File: src/rtl/register_bank_reader_if.sv
// rtl/register_bank_reader_if.sv - write port, burst request and beat stream of register_bank_reader
//
// Purpose: bundles every non-clock/reset signal of register_bank_reader.
// Ports (signals):
//   we, wr_addr, data_in           single-cycle write port
//   rd_start, rd_base, rd_len      burst request (rd_len = 0 means no request)
//   out_valid, out_ready           beat handshake
//   out_data, out_last             beat payload and final-beat flag
//   busy                           burst in progress
// Modports: master = writer/requester/consumer side, slave = the register bank.
interface register_bank_reader_if #(
    parameter int DATA_WIDTH = 8,
    parameter int ADDR_WIDTH = 3
);
    logic                  we;
    logic [ADDR_WIDTH-1:0] wr_addr;
    logic [DATA_WIDTH-1:0] data_in;
    logic                  rd_start;
    logic [ADDR_WIDTH-1:0] rd_base;
    logic [ADDR_WIDTH:0]   rd_len;
    logic                  out_valid;
    logic                  out_ready;
    logic [DATA_WIDTH-1:0] out_data;
    logic                  out_last;
    logic                  busy;

    modport master (
        output we, wr_addr, data_in, rd_start, rd_base, rd_len, out_ready,
        input  out_valid, out_data, out_last, busy
    );

    modport slave (
        input  we, wr_addr, data_in, rd_start, rd_base, rd_len, out_ready,
        output out_valid, out_data, out_last, busy
    );
endinterface

File: src/rtl/register_bank_reader.sv
// rtl/register_bank_reader.sv - register bank with write port and burst read-out stream
//
// Purpose: DEPTH x DATA_WIDTH register bank. Entries are written one per cycle;
//   a burst request (base, length) streams entries base, base+1, ... (wrapping
//   modulo DEPTH) out one per accepted beat, flagging the final beat.
// Ports:
//   clk    rising-edge clock
//   rst_n  asynchronous active-low reset (clears entries, aborts any burst)
//   bus    register_bank_reader_if.slave (write port, burst request, beat stream)
// Optional feature: define READ_CLEAR_EN to clear each entry on the edge its
//   beat transfers (a same-edge write to that entry takes priority).
module register_bank_reader #(
    parameter int DATA_WIDTH = 8,
    parameter int DEPTH      = 8,
    parameter int ADDR_WIDTH = $clog2(DEPTH)
) (
    input  logic                    clk,
    input  logic                    rst_n,
    register_bank_reader_if.slave   bus
);
    localparam int RW = ADDR_WIDTH + 1;

    typedef enum logic {
        IDLE = 1'b0,
        SEND = 1'b1
    } state_t;

    state_t                state;
    state_t                state_next;
    logic [DATA_WIDTH-1:0] mem [DEPTH];
    logic [ADDR_WIDTH-1:0] cur_addr;
    logic [ADDR_WIDTH-1:0] next_addr;
    logic [RW-1:0]         remaining;
    logic [DATA_WIDTH-1:0] out_data_q;
    logic                  out_last_q;
    logic                  start_ok;
    logic                  xfer;
    logic                  xfer_last;

    // DEPTH is a power of two, so the natural overflow of the adder gives the wrap.
    assign next_addr = cur_addr + ADDR_WIDTH'(1);

    always_ff @(posedge clk or negedge rst_n) begin
        if (!rst_n) begin
            state <= IDLE;
        end else begin
            state <= state_next;
        end
    end

    always_comb begin
        state_next = state;
        start_ok   = 1'b0;
        xfer       = 1'b0;
        xfer_last  = 1'b0;
        case (state)
            IDLE: begin
                if (bus.rd_start && (bus.rd_len != '0)) begin
                    start_ok   = 1'b1;
                    state_next = SEND;
                end
            end
            SEND: begin
                // rd_start is not looked at here, so a request during a burst
                // (including on the final transfer) is dropped.
                if (bus.out_ready) begin
                    xfer = 1'b1;
                    if (remaining == RW'(1)) begin
                        xfer_last  = 1'b1;
                        state_next = IDLE;
                    end
                end
            end
            default: state_next = IDLE;
        endcase
    end

    // Beat payload is captured when presented and only changes on a transfer,
    // so it stays stable through stalls regardless of writes to the bank.
    // The capture reads mem before any same-edge write lands.
    always_ff @(posedge clk or negedge rst_n) begin
        if (!rst_n) begin
            cur_addr   <= '0;
            remaining  <= '0;
            out_data_q <= '0;
            out_last_q <= 1'b0;
        end else if (start_ok) begin
            cur_addr   <= bus.rd_base;
            remaining  <= bus.rd_len;
            out_data_q <= mem[bus.rd_base];
            out_last_q <= (bus.rd_len == RW'(1));
        end else if (xfer) begin
            if (xfer_last) begin
                out_last_q <= 1'b0;
            end else begin
                cur_addr   <= next_addr;
                remaining  <= remaining - RW'(1);
                out_data_q <= mem[next_addr];
                out_last_q <= (remaining == RW'(2));
            end
        end
    end

    always_ff @(posedge clk or negedge rst_n) begin
        if (!rst_n) begin
            for (int i = 0; i < DEPTH; i++) begin
                mem[i] <= '0;
            end
        end else begin
`ifdef READ_CLEAR_EN
            if (xfer) begin
                mem[cur_addr] <= '0;
            end
`endif
            // Placed last so a same-edge write overrides the read-clear.
            if (bus.we) begin
                mem[bus.wr_addr] <= bus.data_in;
            end
        end
    end

    assign bus.out_valid = (state == SEND);
    assign bus.busy      = (state == SEND);
    assign bus.out_data  = out_data_q;
    assign bus.out_last  = out_last_q;
endmodule

File: src/flat_wrapper.sv
// flat-port wrapper written by rule: the top's interface ports become plain ports
module register_bank_reader_flat 
#(
    parameter int DATA_WIDTH = 8,
    parameter int DEPTH      = 8,
    parameter int ADDR_WIDTH = $clog2(DEPTH)
)
  (clk, rst_n, bus_we, bus_wr_addr, bus_data_in, bus_rd_start, bus_rd_base, bus_rd_len, bus_out_ready, bus_out_valid, bus_out_data, bus_out_last, bus_busy);
  register_bank_reader_if #(.DATA_WIDTH(DATA_WIDTH), .ADDR_WIDTH(ADDR_WIDTH)) bus_i ();
  input  logic clk;
  input  logic rst_n;
  input wire logic [$bits(bus_i.we)-1:0] bus_we;
  input wire logic [$bits(bus_i.wr_addr)-1:0] bus_wr_addr;
  input wire logic [$bits(bus_i.data_in)-1:0] bus_data_in;
  input wire logic [$bits(bus_i.rd_start)-1:0] bus_rd_start;
  input wire logic [$bits(bus_i.rd_base)-1:0] bus_rd_base;
  input wire logic [$bits(bus_i.rd_len)-1:0] bus_rd_len;
  input wire logic [$bits(bus_i.out_ready)-1:0] bus_out_ready;
  output wire logic [$bits(bus_i.out_valid)-1:0] bus_out_valid;
  output wire logic [$bits(bus_i.out_data)-1:0] bus_out_data;
  output wire logic [$bits(bus_i.out_last)-1:0] bus_out_last;
  output wire logic [$bits(bus_i.busy)-1:0] bus_busy;
  assign bus_i.we = bus_we;
  assign bus_i.wr_addr = bus_wr_addr;
  assign bus_i.data_in = bus_data_in;
  assign bus_i.rd_start = bus_rd_start;
  assign bus_i.rd_base = bus_rd_base;
  assign bus_i.rd_len = bus_rd_len;
  assign bus_i.out_ready = bus_out_ready;
  assign bus_out_valid = bus_i.out_valid;
  assign bus_out_data = bus_i.out_data;
  assign bus_out_last = bus_i.out_last;
  assign bus_busy = bus_i.busy;
  register_bank_reader #(.DATA_WIDTH(DATA_WIDTH), .DEPTH(DEPTH), .ADDR_WIDTH(ADDR_WIDTH)) u_core (.clk(clk), .rst_n(rst_n), .bus(bus_i));
endmodule
File: config.mk
export PLATFORM = sky130hd
export DESIGN_NAME = register_bank_reader_flat
export DESIGN_NICKNAME = d
export VERILOG_FILES = /design/src/rtl/register_bank_reader_if.sv /design/src/rtl/register_bank_reader.sv /design/src/flat_wrapper.sv
export SDC_FILE = /design/constraint.sdc
export NUM_CORES = 1
export LEC_CHECK = 0
export ABC_AREA = 0
export BUFFER_PORTS_ARGS = -buffer_cell sky130_fd_sc_hd__buf_2
export CAP_MARGIN = 25
export CORE_UTILIZATION = 56
export DETAILED_ROUTE_END_ITERATION = 7
export GPL_TIMING_DRIVEN = 0
export PLACE_DENSITY = 0.75
export SETUP_SLACK_MARGIN = 0.3
export SLEW_MARGIN = 25
export SYNTH_ARGS = -nofsm -noshare
export SYNTH_HDL_FRONTEND = slang
export SYNTH_SLANG_ARGS = --single-unit
File: constraint.sdc
create_clock -name clk -period 2.3 [get_ports clk]
set_input_delay 0.46 -clock clk [delete_from_list [all_inputs] [get_ports clk]]
set_output_delay 0.46 -clock clk [all_outputs]
set_load 0.05 [all_outputs]
==> results of run 1 <==
==> stage by stage <==
step	total power, W	setup TNS, ns
floorplan	0.004228	0
CTS	0.006645	0
global placement	0.004971	-1.025
detailed placement	0.005079	-0.9776
finish	0.006967	0
global route	0.007270	0
==> worst max path at each step <==
stage	startpoint	slack, ns	endpoint	depth (start not counted)
floorplan	u_core.cur_addr[0]$_DFFE_PN0P_	0.39	u_core.bus.out_data[6]$_DFFE_PN0P_	6
global placement	u_core.cur_addr[0]$_DFFE_PN0P_	-0.15	u_core.bus.out_data[5]$_DFFE_PN0P_	6
detailed placement	u_core.cur_addr[0]$_DFFE_PN0P_	-0.14	u_core.bus.out_data[6]$_DFFE_PN0P_	6
CTS	u_core.remaining[1]$_DFFE_PN0P_	0.31	u_core.bus.out_data[3]$_DFFE_PN0P_	6
global route	u_core.cur_addr[0]$_DFFE_PN0P_	0.28	u_core.bus.out_data[6]$_DFFE_PN0P_	6
finish	u_core.cur_addr[0]$_DFFE_PN0P_	0.36	u_core.bus.out_data[6]$_DFFE_PN0P_	6
==> critical path: cells and delay by family, from the launching register on <==
kind                       cells  cell delay, ns
AOI/OAI and AO/OA              2            0.66
buffers and inverters          2            0.37
and+or+nand+nor                1            0.10
DFF                            1            0.45
adders and majority gates      1            0.26
==> layer usage <==
layer,track usage [%],vias to the layer above,part of all wire [%]
li1,-,1389,-
met1,40.58,1680,43
met2,44.13,134,48
met3,5.695,31,6.1
met4,15.74,0,3.1
met5,0,-,0
==> power by group through the flow <==
| stage | clock network (W) | registers, W | logic, W |
|---|---|---|---|
| 2_1_floorplan | 0 | 0.00236 | 0.00187 |
| 3_3_place_gp | 0 | 0.00213 | 0.00284 |
| 5_1_grt | 0.00128 | 0.00224 | 0.00375 |
| 3_5_place_dp | 0 | 0.00216 | 0.00292 |
| 4_1_cts | 0.00122 | 0.00217 | 0.00326 |
| 6_report | 0.00121 | 0.00219 | 0.00356 |
==> kinds of logic after synthesis <==
family | count (synthesis)
and+or+nand+nor | 67
adders and majority gates | 4
buffers and inverters | 24
xor gates and xnor gates | 7
DFF | 81
muxes | 99
AOI/OAI and AO/OA | 51
==> cell usage in the layout (no fill, tap or decap), types with 2 or more instances in the layout <==
master | netlist | routed
sky130_fd_sc_hd__nor2b_1 | 15 | 15
sky130_fd_sc_hd__nor4_2 | 1 | 2
sky130_fd_sc_hd__nor3_2 | 3 | 3
sky130_fd_sc_hd__nand4b_1 | 3 | 3
sky130_fd_sc_hd__clkbuf_4 | 0 | 2
sky130_fd_sc_hd__nor3b_2 | 4 | 3
sky130_fd_sc_hd__nor3_1 | 2 | 2
sky130_fd_sc_hd__dfrtp_1 | 81 | 80
sky130_fd_sc_hd__nand3_1 | 2 | 2
sky130_fd_sc_hd__xor2_1 | 4 | 3
sky130_fd_sc_hd__mux4_1 | 6 | 6
sky130_fd_sc_hd__a2111oi_2 | 1 | 9
sky130_fd_sc_hd__clkbuf_8 | 0 | 10
sky130_fd_sc_hd__nand2b_1 | 2 | 2
sky130_fd_sc_hd__mux2_2 | 65 | 65
sky130_fd_sc_hd__and3_1 | 8 | 8
sky130_fd_sc_hd__ha_1 | 4 | 3
sky130_fd_sc_hd__a22o_1 | 7 | 7
sky130_fd_sc_hd__bufinv_16 | 0 | 3
sky130_fd_sc_hd__a2111oi_4 | 0 | 2
sky130_fd_sc_hd__nor4_1 | 10 | 9
sky130_fd_sc_hd__nand2_1 | 9 | 9
sky130_fd_sc_hd__mux2i_1 | 17 | 17
sky130_fd_sc_hd__buf_4 | 2 | 6
sky130_fd_sc_hd__buf_2 | 7 | 28
sky130_fd_sc_hd__buf_6 | 1 | 3
sky130_fd_sc_hd__o21ai_1 | 2 | 2
sky130_fd_sc_hd__a21oi_1 | 5 | 5
sky130_fd_sc_hd__a211o_1 | 7 | 7
sky130_fd_sc_hd__nor2_1 | 2 | 2
sky130_fd_sc_hd__xnor2_1 | 3 | 2
sky130_fd_sc_hd__mux4_2 | 10 | 10
sky130_fd_sc_hd__clkbuf_1 | 11 | 9
sky130_fd_sc_hd__inv_1 | 2 | 2
sky130_fd_sc_hd__a311o_1 | 7 | 7
sky130_fd_sc_hd__o21ai_0 | 3 | 3
sky130_fd_sc_hd__a2111oi_0 | 14 | 2
sky130_fd_sc_hd__a2111oi_1 | 0 | 2
==> flip-flops by register name (all words and copies together), names as in the netlist <==
| register | flops |
|---|---|
| u_core.bus.busy | 1 |
| u_core.bus.out_data | 8 |
| u_core.bus.out_last | 1 |
| u_core.cur_addr | 3 |
| u_core.mem | 64 |
| u_core.remaining | 4 |
==> final cells by class <==
| class | count | area (sq um) | share of cell area (%) |
|---|---|---|---|
| plain buffers | 22 | 156.4 | 3.037 |
| clock buffers | 9 | 123.9 | 2.405 |
| clock inverters | 4 | 95.09 | 1.846 |
| inverters | 2 | 7.507 | 0.1458 |
| multi-input cells | 228 | 2439 | 47.35 |
| flip-flops and latches | 81 | 2028 | 39.38 |
| well taps | 102 | 127.6 | 2.478 |
| repair buffers | 29 | 172.7 | 3.353 |
==> timing repair <==
action                                  CTS  global route
hold buffers                              0             0
setup buffers                             0             1
pin swaps                                 0             0
endpoints found under the setup margin    8             8
resized for setup                        32            15
endpoints found under the hold margin     0             0
==> metrics.yaml, run 1 <==
detailedPlacementHpwl_mm: 7.165
synth_area_leaders: "sky130_fd_sc_hd__dfrtp_1, sky130_fd_sc_hd__mux2_2, sky130_fd_sc_hd__mux4_2, sky130_fd_sc_hd__mux2i_1, sky130_fd_sc_hd__mux4_1"
grt_start_max_net_pins: 54
filler_cells_inserted: 584
critPathRequiredTime_ns: 2.55
layout_cells_excl_fill: 477
antenna_found_initial: 0
via_count: 3234
synth_top_cells_by_count: "sky130_fd_sc_hd__dfrtp_1, sky130_fd_sc_hd__mux2_2, sky130_fd_sc_hd__mux2i_1"
async_set_reset_flop_share_out_of_synthesis_pct: 100.0
timing_worst_slew_pin_value_ns: 0.9829
synth-adder-area-share_pct: 1.128
synthesis.nets: 360
cts.sink_count: 81
timing.critical_path.cells: "ha_4 -> buf_4 -> buf_6 -> a2111oi_2 -> nor4_1 -> a221o_1"
diodes: 0
status: "complete, no violations"
net_total_in_the_final_layout: 400
grt_pass1_vias: 3282
worst_hold_path_type: "in2async"
final-hold-violation-count: 0
worst_setup_hold_path_clk_slew_ns: 0.08
global_route.usage.total_pct: 29.38
r2r.worst_path.cells: 6
post-route-period-util_pct: 84.52
postLayoutSetupSlackWorst_ns: 0.3560
setup_viol: 0
cp_max_fo: 10
ys_seq_elements: 81
cts-root-buf: "sky130_fd_sc_hd__clkbuf_8"
routed_via_density: 6.780
signal_arrival_time_at_the_worst_endpoint_ns: 2.19
chip_height_microns: 91.00
synth.area.mux_share_pct: 29.22
swShare_pct: 42.05
fraction_of_layout_cells_with_a_size_suffix_above_1_pct: 42.40
floorplan.rows: 32
num_cts_buffers: 9
setup_repair_after_global_routing_missed_its_margin: "yes"
start_kind: "flop"
detail_route.wl_per_cell_microns: 24.40
synth.distinct_cells: 46
synthesis.instances: 333
post_synth.cell_area_avg_sq_um: 13.32
pwr-share-comb_pct: 51.2
top_level_ports: 34
yosys.area_share.simple_pct: 10.13
p_switching_w: 0.002929
timing.slew.headroom_pct: 34.12
area.growth.synth_to_final_pct: 16.11
clk_path_buf_depth: 2
worst_r2r_startpoint: "u_core.cur_addr[0]$_DFFE_PN0P_"
synth_largest_area_cell: "sky130_fd_sc_hd__dfrtp_1"
reg2reg_to: "u_core.bus.out_data[6]$_DFFE_PN0P_"
synth_top_family_by_area: "multiplexers"
starting_density_pct: 57.70
totalWireLength_mm: 11.64
edff_count_synth: 0
p_leak_nw: 2.163
r2r_slack_ns: 0.36
ant_nets: 0
synth_xor_xnor_area_share_pct: 1.382
buffer_ports.inserted: 27
drv_cap: 0
mappedNetlistArea_sq_um: 4436
clock_network_fraction_of_design_power_pct: 17.4
synth_most_common_cell: "sky130_fd_sc_hd__dfrtp_1"
grt_overflow: 0
place.detailed.instances: 463
grt_first_pass_wirelength_mm: 17.97
internal_power_w: 0.004038
preCtsSetupSlack_ns: -0.1429
slowest_stage: "sky130_fd_sc_hd__dfrtp_2"
die-area_sq_um: 8280
end_kind: "flop"
timing.critical_path.slowest_cell_delay_ns: 0.45
drc: 0
power_frac_seq_pct: 31.5
peakVddDrop_uv: 613.2
synth.yosys.seq_area_share_pct: 45.70
post-route-min-period_ns: 1.944
power-per-cell-area_nw_per_um2: 1353
clock_tree_from_tritoncts: "built"
report.final.slew_viol_count: 0
placedInstanceArea_sq_um: 4728
worst_clock_skew_ns: 0.006415
post-route-util_pct: 66.99
synth_compound_gate_area_share_pct: 9.506
fmaxAchievable_mhz: 514.4
dr.first_iter.drc_count: 342
h_tree_level_count: 3
critPathKind: "reg2reg"
synth_top_area_share_pct: 45.70
floorplan.core_area_sq_um: 7687
dr.pass1.iters: 4
die_w_microns: 91.00
clock_insertion_delay_worst_skew_ns: 0.36
yosysWarnings: 0
most_common_flop_cell_mapped_by_yosys: "sky130_fd_sc_hd__dfrtp_1"
gp_routability_congestion: 0.8725
whs_ns: 0.02437
postLayoutCellArea_sq_um: 5150
(Power assumes the default switching activity.)
==> inputs of run 2 (changes only) <==
--- a/config.mk
+++ b/config.mk
@@ -5,13 +5,13 @@
 export SDC_FILE = /design/constraint.sdc
 export NUM_CORES = 1
 export LEC_CHECK = 0
-export ABC_AREA = 0
+export ABC_AREA = 1
 export BUFFER_PORTS_ARGS = -buffer_cell sky130_fd_sc_hd__buf_2
 export CAP_MARGIN = 25
-export CORE_UTILIZATION = 56
+export CORE_UTILIZATION = 55
 export DETAILED_ROUTE_END_ITERATION = 7
 export GPL_TIMING_DRIVEN = 0
-export PLACE_DENSITY = 0.75
+export PLACE_DENSITY = 0.77
 export SETUP_SLACK_MARGIN = 0.3
 export SLEW_MARGIN = 25
 export SYNTH_ARGS = -nofsm -noshare
==> constraint.sdc (replaced) <==
create_clock -name clk -period 1.7 [get_ports clk]
set_input_delay 0.34 -clock clk [delete_from_list [all_inputs] [get_ports clk]]
set_output_delay 0.34 -clock clk [all_outputs]
set_load 0.05 [all_outputs]
==> run 2 against run 1 <==
Against the previous run:
- combinational power rose by 76%
- setup slack got worse by 0.23 ns
- sequential power rose by 27%
- die area rose by 8.4%
- area after synthesis rose by 6.6%
- final area rose by 13%
- total power rose by 55%
- maximum frequency rose by 24%
- critical path type unchanged
- largest cell class unchanged
- largest power group unchanged
==> metrics.yaml, run 2 <==
status: "complete, no violations"
synth_most_common_cell: "sky130_fd_sc_hd__nand2_1"
peakVddDrop_uv: 783.6
async_set_reset_flop_share_out_of_synthesis_pct: 100.0
worst_setup_hold_path_clk_slew_ns: 0.09
dr.first_iter.drc_count: 478
h_tree_level_count: 3
register_with_the_most_flip_flops: "u_core.mem"
critPathKind: "reg2reg"
routed_via_density: 5.705
chip_height_microns: 94.73
synth.distinct_cells: 33
cts-root-buf: "sky130_fd_sc_hd__clkbuf_8"
detail_route.wl_per_cell_microns: 18.05
most_common_library_cell_in_the_layout_ignoring_fill_and_taps: "sky130_fd_sc_hd__nand2_1"
post-route-period-util_pct: 92.51
die_w_microns: 94.73
synthesis.nets: 698
setup_repair_after_global_routing_missed_its_margin: "yes"
synth_area_leaders: "sky130_fd_sc_hd__dfrtp_1, sky130_fd_sc_hd__nand2_1, sky130_fd_sc_hd__nand3_1, sky130_fd_sc_hd__inv_1, sky130_fd_sc_hd__o21ai_1"
start_kind: "flop"
ys_seq_elements: 81
dr.pass1.iters: 6
final-hold-violation-count: 0
synth_largest_area_cell: "sky130_fd_sc_hd__dfrtp_1"
grt_first_pass_wirelength_mm: 23.28
clk_path_buf_depth: 2
placedInstanceArea_sq_um: 5050
gp_routability_congestion: 0.9580
die-area_sq_um: 8974
area.growth.synth_to_final_pct: 22.78
worst_hold_path_type: "in2reg"
starting_density_pct: 57.27
whs_ns: 0.2049
worst_hold_path.num_cells: 3
edff_count_synth: 0
synth_top_area_share_pct: 42.86
p_leak_nw: 3.015
most_frequent_cells_in_the_layout: "sky130_fd_sc_hd__nand2_1, sky130_fd_sc_hd__dfrtp_1, sky130_fd_sc_hd__inv_1"
grt_start_max_net_pins: 46
largest_register_ffs: 64
end_kind: "flop"
signal_arrival_time_at_the_worst_endpoint_ns: 1.82
timing.slew.headroom_pct: 65.37
most_common_flop_cell_mapped_by_yosys: "sky130_fd_sc_hd__dfrtp_1"
worst_clock_skew_ns: 0.009535
floorplan.rows: 33
post-route-min-period_ns: 1.573
drv_cap: 0
global_route.usage.total_pct: 35.19
postLayoutSetupSlackWorst_ns: 0.1273
cts.sink_count: 81
cp_max_fo: 5
buffer_ports.inserted: 30
fin_tns_setup_ns: 0
net_total_in_the_final_layout: 752
detailedPlacementHpwl_mm: 10.51
drc: 0
ant_nets: 0
grt_overflow: 0
grt_pass1_vias: 4480
fraction_of_layout_cells_with_a_size_suffix_above_1_pct: 22.60
mappedNetlistArea_sq_um: 4730
r2r.worst_path.cells: 10
report.final.slew_viol_count: 0
synthesis.instances: 671
clock_tree_from_tritoncts: "built"
postLayoutCellArea_sq_um: 5807
num_cts_buffers: 9
power-per-cell-area_nw_per_um2: 1858
floorplan.core_area_sq_um: 8258
diodes: 0
clock_insertion_delay_worst_skew_ns: 0.36
top_level_ports: 34
antenna_found_initial: 0
totalWireLength_mm: 15.07
synth_top_cells_by_count: "sky130_fd_sc_hd__nand2_1, sky130_fd_sc_hd__nand3_1, sky130_fd_sc_hd__dfrtp_1"
yosysWarnings: 0
via_count: 4764
critPathRequiredTime_ns: 1.94
preCtsSetupSlack_ns: 0.02421
setup_viol: 0
timing_worst_slew_pin_value_ns: 0.5195
fmaxAchievable_mhz: 635.8
post_synth.cell_area_avg_sq_um: 7.048
synth.yosys.seq_area_share_pct: 42.86
-- run 2: cell types whose count changed after synthesis, moves of 10 or more --
cell / previous run / this run
sky130_fd_sc_hd__inv_1: 2 / 78
sky130_fd_sc_hd__o21ai_1: 2 / 49
sky130_fd_sc_hd__buf_2: 7 / 18
sky130_fd_sc_hd__mux2i_1: 17 / 0
sky130_fd_sc_hd__nor4_1: 10 / 0
sky130_fd_sc_hd__o21ai_0: 3 / 23
sky130_fd_sc_hd__a2111oi_0: 14 / 0
sky130_fd_sc_hd__nor2b_1: 15 / 0
sky130_fd_sc_hd__nand2_1: 9 / 247
sky130_fd_sc_hd__mux2_2: 65 / 0
sky130_fd_sc_hd__mux4_2: 10 / 0
sky130_fd_sc_hd__nand3_1: 2 / 114
-- run 2: what timing repair did --
action	4_1_cts	5_1_grt
buffers inserted	6	2
cloned	2	1
hold buffers	1	0
endpoints found under the hold margin	36	0
gates resized for setup	59	25
endpoints found under the setup margin	12	15
pin swaps	33	18
-- run 2: critical path, cell delays in order, from the launching register on --
cell and delay, ns:
sky130_fd_sc_hd__dfrtp_1 0.43, sky130_fd_sc_hd__ha_4 0.28, sky130_fd_sc_hd__buf_6 0.13, sky130_fd_sc_hd__inv_8 0.05, sky130_fd_sc_hd__buf_8 0.13, sky130_fd_sc_hd__nand3_4 0.08
sky130_fd_sc_hd__nand3_2 0.08, sky130_fd_sc_hd__nand3_2 0.07, sky130_fd_sc_hd__nand2_1 0.07, sky130_fd_sc_hd__nand2_1 0.07, sky130_fd_sc_hd__nand2_1 0.06
-- run 2: cell families (layout without fill, tap and decap cells) --
kind of cell / Yosys count / after routing / share of synthesized area (%)
compound gates: 77 / 77 / 8.360
xor+xnor: 4 / 5 / 1.058
fa+ha+maj: 4 / 4 / 1.058
buf+inv: 122 / 180 / 11.67
flops: 81 / 81 / 42.86
simple gates: 383 / 383 / 35.00
-- run 2: layout make-up --
cell class                      count  area [sq um]
Tap cell                          105         131.4
Timing Repair Buffer               42         311.5
Multi-Input combinational cell    469          2466
Sequential cell                    81          2028
Clock buffer                       10         127.6
Buffer                             34         274.0
Fill cell                         668          2451
Inverter                           88         352.8
Clock inverter                      6         115.1
-- run 2: layer usage --
metal / track usage, % / wire (microns) / vias to the layer above / share of wire, %
li1: - / - / 2225 / -
met1: 47.27 / 6511 / 2308 / 43
met2: 57.49 / 7178 / 196 / 48
met3: 5.636 / 937 / 35 / 6.2
met4: 12.37 / 444 / 0 / 2.9
met5: 0 / 0 / - / 0
-- run 2: where the power goes --
part	switching (W)	internal, W	total [W]
Clock	0.000779	0.000985	0.00176
Combinational	0.00379	0.00245	0.00625
Sequential	0.000360	0.00242	0.00278
Total	0.00493	0.00586	0.0108
-- run 2: per-stage QoR --
step,total power [W],std cells,util (%)
CTS,0.01020,832,68.76
detailed placement,0.007243,807,61.15
global route,0.01137,835,70.32
floorplan,0.006019,671,-
global placement,0.007135,806,60.88
finish,0.01079,835,70.32
-- run 2: worst paths after layout --
path,start,end,slack [ns]
min in group asynchronous,rst_n,u_core.bus.out_data[0]$_DFFE_PN0P_,0.49
worst max register to register,u_core.cur_addr[1]$_DFFE_PN0P_,u_core.bus.out_data[7]$_DFFE_PN0P_,0.13
max in group asynchronous,rst_n,u_core.mem[51]$_DFFE_PN0P_,0.59
worst min register to register,u_core.bus.out_data[0]$_DFFE_PN0P_,u_core.bus.out_data[0]$_DFFE_PN0P_,0.47
worst max-delay path,u_core.cur_addr[1]$_DFFE_PN0P_,u_core.bus.out_data[7]$_DFFE_PN0P_,0.13
worst min-delay path,bus_data_in[3],u_core.mem[3]$_DFFE_PN0P_,0.20
==> inputs of run 3 (changes only) <==
--- a/config.mk
+++ b/config.mk
@@ -8,10 +8,10 @@
 export ABC_AREA = 1
 export BUFFER_PORTS_ARGS = -buffer_cell sky130_fd_sc_hd__buf_2
 export CAP_MARGIN = 25
-export CORE_UTILIZATION = 55
+export CORE_UTILIZATION = 56
 export DETAILED_ROUTE_END_ITERATION = 7
 export GPL_TIMING_DRIVEN = 0
-export PLACE_DENSITY = 0.77
+export PLACE_DENSITY = 0.75
 export SETUP_SLACK_MARGIN = 0.3
 export SLEW_MARGIN = 25
 export SYNTH_ARGS = -nofsm -noshare
==> constraint.sdc (replaced) <==
create_clock -name clk -period 1.6 [get_ports clk]
set_input_delay 0.32 -clock clk [delete_from_list [all_inputs] [get_ports clk]]
set_output_delay 0.32 -clock clk [all_outputs]
set_load 0.05 [all_outputs]
==> run 3 against run 2 <==
Against the previous run:
- the flow now finishes with violations (setup timing)
- first-iteration DRC count grew 6.3%
- clock power fell by 10%
- non-clock buffer count rose by 18
- critical path depth did not move
- combinational power grew 20%
- critical path type unchanged
- largest cell class unchanged
==> metrics.yaml, run 3 (same netlist as run 2, synthesis figures left out) <==
ant_nets: 0
floorplan.rows: 33
setup_viol: 1
die-area_sq_um: 8817
starting_density_pct: 57.85
start_kind: "flop"
signal_arrival_time_at_the_worst_endpoint_ns: 1.88
most_common_library_cell_in_the_layout_ignoring_fill_and_taps: "sky130_fd_sc_hd__nand2_1"
report.final.slew_viol_count: 0
clock_tree_from_tritoncts: "built"
cts.sink_count: 81
largest_register_ffs: 64
drv_cap: 0
post-route-min-period_ns: 1.623
grt_start_max_net_pins: 42
peakVddDrop_uv: 1050
gp_routability_congestion: 1.002
timing_worst_slew_pin_value_ns: 0.5476
worst_hold_path.num_cells: 3
end_kind: "flop"
critPathRequiredTime_ns: 1.86
power_frac_seq_pct: 24.7
floorplan.core_area_sq_um: 8175
filler_cells_inserted: 633
swShare_pct: 47.30
buffer_ports.inserted: 30
power-per-cell-area_nw_per_um2: 1967
antenna_found_initial: 0
whs_ns: 0.1686
grt_first_pass_wirelength_mm: 23.87
timing.slew.headroom_pct: 63.49
register_with_the_most_flip_flops: "u_core.mem"
p_switching_w: 0.005685
drc: 0
worst_hold_path_type: "in2reg"
dr.first_iter.drc_count: 508
internal_power_w: 0.006334
net_total_in_the_final_layout: 770
pwr-share-comb_pct: 62.1
fmaxAchievable_mhz: 616.0
p_leak_nw: 3.133
critPathKind: "reg2reg"
die_w_microns: 93.90
post-route-util_pct: 74.73
detailedPlacementHpwl_mm: 10.44
most_frequent_cells_in_the_layout: "sky130_fd_sc_hd__nand2_1, sky130_fd_sc_hd__dfrtp_1, sky130_fd_sc_hd__nand3_1"
grt_overflow: 0
chip_height_microns: 93.90
post-route-period-util_pct: 101.5
postLayoutSetupSlackWorst_ns: -0.02344
cp_max_fo: 8
cts-root-buf: "sky130_fd_sc_hd__clkbuf_8"
num_cts_buffers: 9
totalWireLength_mm: 16.39
diodes: 0
area.growth.synth_to_final_pct: 29.18
final-hold-violation-count: 0
failing_checks: "setup timing"
top_level_ports: 34
clock_insertion_delay_worst_skew_ns: 0.37
setup_repair_after_global_routing_missed_its_margin: "yes"
worst_setup_hold_path_clk_slew_ns: 0.09
clk_path_buf_depth: 2
global_route.usage.total_pct: 37.02
status: "complete, but fails checks"
h_tree_level_count: 3
via_count: 5010
worst_clock_skew_ns: 0.006155
fraction_of_layout_cells_with_a_size_suffix_above_1_pct: 26.20
r2r_slack_ns: -0.02
routed_via_density: 5.873
clock_network_fraction_of_design_power_pct: 13.2
dr.pass1.iters: 6
grt_pass1_vias: 4459
r2r.worst_path.cells: 10
detail_route.wl_per_cell_microns: 19.22
run 3: worst max-delay path: stages (launching register included):
cell and delay, ns:
sky130_fd_sc_hd__dfrtp_1 0.42, sky130_fd_sc_hd__ha_4 0.29, sky130_fd_sc_hd__buf_8 0.12, sky130_fd_sc_hd__clkinv_8 0.08, sky130_fd_sc_hd__buf_12 0.15, sky130_fd_sc_hd__nand3_4 0.10
sky130_fd_sc_hd__nand3_2 0.08, sky130_fd_sc_hd__nand3_2 0.08, sky130_fd_sc_hd__nand2_2 0.06, sky130_fd_sc_hd__nand2_2 0.06, sky130_fd_sc_hd__nand2_1 0.06
run 3: what timing repair did:
action | CTS | global route
setup buffers | 17 | 7
endpoints found under the hold margin | 40 | 0
hold buffers | 1 | 0
pin swaps | 31 | 37
setup endpoints to repair | 22 | 24
gates resized for setup | 77 | 52
cloned | 4 | 1
run 3: final cells by class:
type / count / area, sq um / share of cell area (%)
buffer: 34 / 280.3 / 4.587
timing repair buffer: 60 / 571.8 / 9.359
clock buffer: 9 / 123.9 / 2.027
tap: 105 / 131.4 / 2.150
inverter: 88 / 367.9 / 6.021
multi-input combinational: 469 / 2530 / 41.41
sequential: 81 / 2028 / 33.20
clock inverter: 7 / 76.32 / 1.249
run 3: worst paths after layout:
kind / from / end
max in group asynchronous: rst_n / u_core.mem[21]$_DFFE_PN0P_
worst max-delay path: u_core.cur_addr[0]$_DFFE_PN0P_ / u_core.bus.out_data[0]$_DFFE_PN0P_
worst min register to register: u_core.bus.out_data[2]$_DFFE_PN0P_ / u_core.bus.out_data[2]$_DFFE_PN0P_
worst max register to register: u_core.cur_addr[0]$_DFFE_PN0P_ / u_core.bus.out_data[0]$_DFFE_PN0P_
min in group asynchronous: rst_n / u_core.bus.out_data[0]$_DFFE_PN0P_
worst min-delay path: bus_data_in[3] / u_core.mem[3]$_DFFE_PN0P_
run 3: power by group through the flow:
stage | Combinational [W] | Clock (W) | Sequential (W)
after floorplan | 0.00316 | 0 | 0.00325
after global placement | 0.00471 | 0 | 0.00289
after detailed placement | 0.00478 | 0 | 0.00292
after CTS | 0.00624 | 0.00157 | 0.00293
after global routing | 0.00789 | 0.00166 | 0.00301
final | 0.00747 | 0.00158 | 0.00297
run 3: metrics by stage:
step | worst slack (ns) | std cells | cell area (sq um) | total power (W) | setup TNS, ns
after floorplan | 0.2190 | 671 | 4756 | 0.006417 | 0
after global placement | -0.4549 | 806 | 5037 | 0.007604 | -26.46
after detailed placement | -0.1276 | 807 | 5060 | 0.007697 | -0.6000
after CTS | 0.09151 | 845 | 5827 | 0.01074 | 0
after global routing | -0.05540 | 853 | 6110 | 0.01257 | -0.1460
final | -0.02344 | 853 | 6110 | 0.01202 | -0.02344
run 3: per-layer routing:
layer  vias up  share of wire (%)  global-route usage (%)
met4         0                4.8                   18.97
met5         -                  0                       0
met3        67                9.2                   7.039
li1       2265                  -                       -
met2       291                 46                   57.06
met1      2387                 40                   49.53
